## src/rtl/multdiv_sequencer.sv

```systemverilog
// multdiv_sequencer
// Control sequencer for a 32-step shift/add multiplier and
// shift/subtract/restore divider. It owns the IDLE -> LOAD -> RUN -> DONE
// sequence, the 0..31 iteration index, the operation select and the
// exception qualification. The datapath itself lives elsewhere.
//
// Build option: define DIV_ZERO_EARLY_EN to short-circuit a divide whose
// divisor is zero straight from LOAD to DONE, skipping all 32 steps.
// When it is undefined, a divide-by-zero runs the full sequence.
// Multiply behaviour does not depend on the macro.

module multdiv_sequencer (
    input  logic       clock,
    input  logic       reset,
    input  logic       ctrl_MULT,
    input  logic       ctrl_DIV,
    input  logic       divisor_zero,
    input  logic       mult_ovf,
    output logic       load,
    output logic       step,
    output logic       op_div,
    output logic [5:0] count,
    output logic       busy,
    output logic       data_resultRDY,
    output logic       data_exception
);

    typedef enum logic [1:0] {
        IDLE = 2'd0,
        LOAD = 2'd1,
        RUN  = 2'd2,
        DONE = 2'd3
    } state_t;

    localparam logic [5:0] LAST_STEP = 6'd31;

    state_t     state_q, state_d;
    logic [5:0] count_q, count_d;
    logic       op_div_q, op_div_d;
    logic       div_zero_q, div_zero_d;

    // Any ctrl pulse starts a new operation, whatever the current state.
    logic start;
    assign start = ctrl_MULT | ctrl_DIV;

    // State, iteration index, operation select and sticky divide-by-zero.
    always_ff @(posedge clock) begin
        if (reset) begin
            state_q    <= IDLE;
            count_q    <= 6'd0;
            op_div_q   <= 1'b0;
            div_zero_q <= 1'b0;
        end else begin
            state_q    <= state_d;
            count_q    <= count_d;
            op_div_q   <= op_div_d;
            div_zero_q <= div_zero_d;
        end
    end

    // Next-state logic; a ctrl pulse in any state (re)starts in LOAD.
    always_comb begin
        state_d    = state_q;
        count_d    = count_q;
        op_div_d   = op_div_q;
        div_zero_d = div_zero_q;

        unique case (state_q)
            IDLE: begin
                if (start) begin
                    state_d = LOAD;
                end
            end

            LOAD: begin
                // The datapath flag is only meaningful in this cycle, so
                // hold it for the DONE-cycle exception.
                div_zero_d = divisor_zero;
                if (start) begin
                    state_d = LOAD;
                end else begin
`ifdef DIV_ZERO_EARLY_EN
                    if (op_div_q && divisor_zero) begin
                        state_d = DONE;
                    end else begin
                        state_d = RUN;
                    end
`else
                    state_d = RUN;
`endif
                end
            end

            RUN: begin
                if (start) begin
                    state_d = LOAD;
                end else if (count_q == LAST_STEP) begin
                    // Index stays at 31 rather than wrapping.
                    state_d = DONE;
                end else begin
                    count_d = count_q + 6'd1;
                end
            end

            DONE: begin
                // The finished result is still reported this cycle even if
                // a new operation is being requested.
                if (start) begin
                    state_d = LOAD;
                end else begin
                    state_d = IDLE;
                end
            end

            default: begin
                state_d = IDLE;
            end
        endcase

        // Common to every accepted pulse: select the path, multiply wins a tie,
        // and restart the iteration index.
        if (start) begin
            op_div_d = ctrl_DIV && !ctrl_MULT;
            count_d  = 6'd0;
        end
    end

    // Datapath strobes come from the registered state only.
    assign load           = (state_q == LOAD);
    assign step           = (state_q == RUN);
    assign data_resultRDY = (state_q == DONE);
    assign busy           = (state_q != IDLE);
    assign op_div         = op_div_q;
    assign count          = count_q;

    // Exception is qualified by the result strobe.
    assign data_exception = (state_q == DONE) &&
                            (op_div_q ? div_zero_q : mult_ovf);

    // Structural invariants of the sequencer.
    always_ff @(posedge clock) begin
        if (!reset) begin
            assert ($onehot0({load, step, data_resultRDY}))
                else $error("strobes not mutually exclusive");
            assert (count_q <= LAST_STEP)
                else $error("iteration index out of range");
        end
    end

endmodule
```

## config.mk

```make
export PLATFORM = sky130hd
export DESIGN_NAME = multdiv_sequencer
export DESIGN_NICKNAME = d
export VERILOG_FILES = /design/src/rtl/multdiv_sequencer.sv
export SDC_FILE = /design/constraint.sdc
export NUM_CORES = 1
export LEC_CHECK = 0
export ABC_AREA = 1
export ABC_CLOCK_PERIOD_IN_PS = 3000
export CAP_MARGIN = 20
export CORE_AREA = 4 4 42 44
export CTS_CLUSTER_SIZE = 12
export DETAILED_ROUTE_END_ITERATION = 8
export DIE_AREA = 0 0 46 48
export PLACE_DENSITY = 0.74
export SKIP_LAST_GASP = 1
export SYNTH_ARGS = -nofsm -noshare
export SYNTH_HDL_FRONTEND = slang
export SYNTH_SLANG_ARGS = --single-unit
```

## constraint.sdc

```tcl
create_clock -name clock -period 3 [get_ports clock]
set_input_delay 0.3 -clock clock [delete_from_list [all_inputs] [get_ports clock]]
set_output_delay 0.3 -clock clock [all_outputs]
set_load 0.01 [all_outputs]
```

==> results_dict.tcl <==
set metrics [dict create \
    status "finished clean" \
    intPower_mw 0.2248 \
    overflow 0 \
    gp_congestion 0.8081 \
    grt_pass1_wl_mm 1.918 \
    finalMaxSlewViolations 0 \
    synth_top_area_share_pct 38.65 \
    multiInputGateArea_um2 269.0 \
    r2r-end "count[3]" \
    r2r_cells 7 \
    combPwrFrac_pct 9.5 \
    portBuffers 17 \
    hp-start "div_zero_q" \
    grt_pass1_vias 484 \
    hold_class "flop to flop" \
    synth-seq-cells 10 \
    grt_max_degree 8 \
    wl_per_cell_um 10.38 \
    critPathMaxStageDelay_ns 0.55 \
    hold_depth 2 \
    worstPathCellList "nand2_1 -> inv_1 -> o21ai_0 -> a21oi_1 -> clkdlybuf4s50_1" \
    ff2ff_setup_slack_ns 1.73 \
    dp_hpwl_um 896.6 \
    hold_slack_ns 0.4821 \
    synth_edf_count 0 \
    cp_data_required_time_ns 2.70 \
    critPathCaptureType "output pin" \
    synth.most_common_cell "nand2_1" \
    worst-slew-pin-transition_ns 0.2523 \
    n_antenna_cell 0 \
    yosys-top-cells-count "nand2_1 (19), nor2_1 (11), dfxtp_1 (10), inv_1 (10), a21oi_1 (5)" \
    clkSinkCount 10 \
    start_kind "flop" \
    antenna_found_initial 0 \
    firstDrtPassIters 4 \
    grt_usage_pct 12.65 \
    die_width_um 46 \
    synth_top_cell_by_area "dfxtp_1" \
    fin_crit_sh_pct 64.14 \
    p_seq_share_pct 47.9 \
    worstSkewPairLatency_ns 0.27 \
    cts_made_buffers 3 \
    rsz0062_at_grt "false" \
    drcViolationCount 0 \
    clockBufferDepth 2 \
    worstPathArrival_ns 1.62 \
    yosys-top-cells-area "dfxtp_1 (39%), nand2_1 (14%), nor2_1 (8.0%), inv_1 (7.2%), a21oi_1 (4.8%)" \
    drt-initial-drc-count 9 \
    cts.hold.buffers_added 0 \
    maxCapViolCount 0 \
    seq_area_frac_synth_pct 38.65 \
    ir_drop_mv 0.2704 \
    ys.flop_type "dfxtp_1" \
    drive_gt1_share_pct 12.50 \
    coreArea_um2 1436 \
    holdPathEnd "div_zero_q" \
    finalHoldViolCount 0 \
    cts.clk_slew.worst_paths_ns 0.07 \
    via_per_inst 4.634 \
    num_vias 519 \
    p_clk_share_pct 42.6 \
    syn_avg_cell_area_um2 6.907 \
    yosysWarnings 0 \
    worstSetupStartpoint "state_q[0]" \
    min_period_ns 1.924 \
    fill_cells 148 \
    area_delta_synth_final_pct 43.72 \
    syn_area_um2 518.0 \
    ys_types 20 \
    root_buffer "clkbuf_4" \
    initial_core_util_pct 36.06 \
    critPathBufInv 2 \
    regArea_um2 200.2 \
    finalClockSkew_ns 0.003339 \
    syn_nets 82 \
    p_leak_nw 0.3090 \
    critPathSlowestCell "clkdlybuf4s50_1" \
    async_reset_ff_share_pct 0 \
    rows 14 \
    r2r-start "count[0]" \
    fin_ws_ns 1.076 \
    cp_top_family "buffers and inverters" \
    die_area_um2 2208 \
    die_y_um 48 \
    stdcell_count 112 \
    ant_nets 0 \
    post-place-ws_ns 1.211 \
    nets 104 \
    dp_cells 108 \
    ios 18 \
    design_area_um2 744.5 \
    cts_setup_buffers 0 \
    p_switching_mw 0.06469 \
    cts_tree "yes" \
    max_freq_mhz 519.7 \
    worstPathMaxFanout 4 \
    slew_headroom_pct 83.16 \
    finalSetupTns_ns 0 \
    power_density_nw_per_um2 388.8 \
    power_switching_share_pct 22.35 \
    routed_wl_mm 1.162 \
    ctsResizeCount 0 \
    criticalPathCategory "flop to output pin" \
    finalSetupViolCount 0 \
    htree_levels 1 \
    syn_inst 75 \
    dpl_cell_area_um2 708.2 \
]
-- worst reg2reg max path: cells and delay by family (launching register included) --
| kind | cells | cell delay, ns |
|---|---|---|
| AOI/OAI and AO/OA | 1 | 0.12 |
| adders and majority gates | 1 | 0.23 |
| buffers and inverters | 1 | 0.08 |
| and+or+nand+nor | 4 | 0.37 |
| DFF | 1 | 0.42 |
-- worst max-delay path by stage --
| stage | end | slack [ns] | cells after the start |
|---|---|---|---|
| after floorplan | count[1] | 1.79 | 6 |
| after global placement | data_exception | 1.24 | 4 |
| after detailed placement | data_exception | 1.21 | 4 |
| after CTS | data_exception | 1.05 | 5 |
| after global routing | data_exception | 0.94 | 5 |
| final | data_exception | 1.08 | 5 |
-- layout make-up --
cell class	count	share of cell area [%]
Sequential cell	10	26.89
Inverter	13	6.555
Tap cell	16	2.689
Timing Repair Buffer	17	22.86
Multi-Input combinational cell	52	36.13
Clock buffer	4	4.874
-- through the flow --
stage,util (%),total power [mW]
4_1_cts,51.83,0.2923
3_3_place_gp,49.30,0.1690
2_1_floorplan,-,0.1533
6_report,51.83,0.2895
5_1_grt,51.83,0.3078
3_5_place_dp,49.30,0.1695
-- cell families (layout without fill, tap and decap cells) --
| kind of cell | after synthesis | in the layout | synth area share [%] |
|---|---|---|---|
| xor+xnor | 1 | 1 | 1.691 |
| simple gates | 42 | 42 | 39.61 |
| compound gates | 8 | 8 | 8.210 |
| buf+inv | 13 | 34 | 9.421 |
| flops | 10 | 10 | 38.65 |
| fa+ha+maj | 1 | 1 | 2.415 |
-- flip-flops by register name, indices dropped and copies added (netlist names) --
name	count
state_q	2
count	6
op_div	1
div_zero_q	1
-- layout by cell type, fill, tap and decap left out --
cell type	count
nand2_1	19
clkdlybuf4s50_1	17
nor2_1	11
inv_1	10
dfxtp_1	10
a21oi_1	5
nand3_1	3
clkbuf_4	3
inv_2	2
nor2_2	2
nand4_1	2
nor2_8	1
o21ai_0	1
or2_2	1
nand3_2	1
clkinv_1	1
nor3_1	1
a211oi_1	1
nor2_4	1
xor2_1	1
o21ai_1	1
ha_1	1
clkbuf_8	1
-- power groups by stage --
stage | Clock, mW | Combinational, mW | Sequential [mW]
after floorplan | 0 | 0.0114 | 0.142
after global placement | 0 | 0.0273 | 0.142
after detailed placement | 0 | 0.0278 | 0.142
after CTS | 0.126 | 0.0280 | 0.139
after global routing | 0.138 | 0.0305 | 0.139
final | 0.123 | 0.0275 | 0.139
-- routing by layer --
layer  vias up  GRT usage [%]  part of all wire, %  routed length [µm]
met2        22          20.05                   43                 505
met4         0          6.818                 0.69                   8
li1        273              -                    -                   -
met1       222          13.78                   45                 526
met5         -              0                    0                   0
met3         2          6.391                   10                 120
No activity file was read; power rests on OpenSTA's default activity.
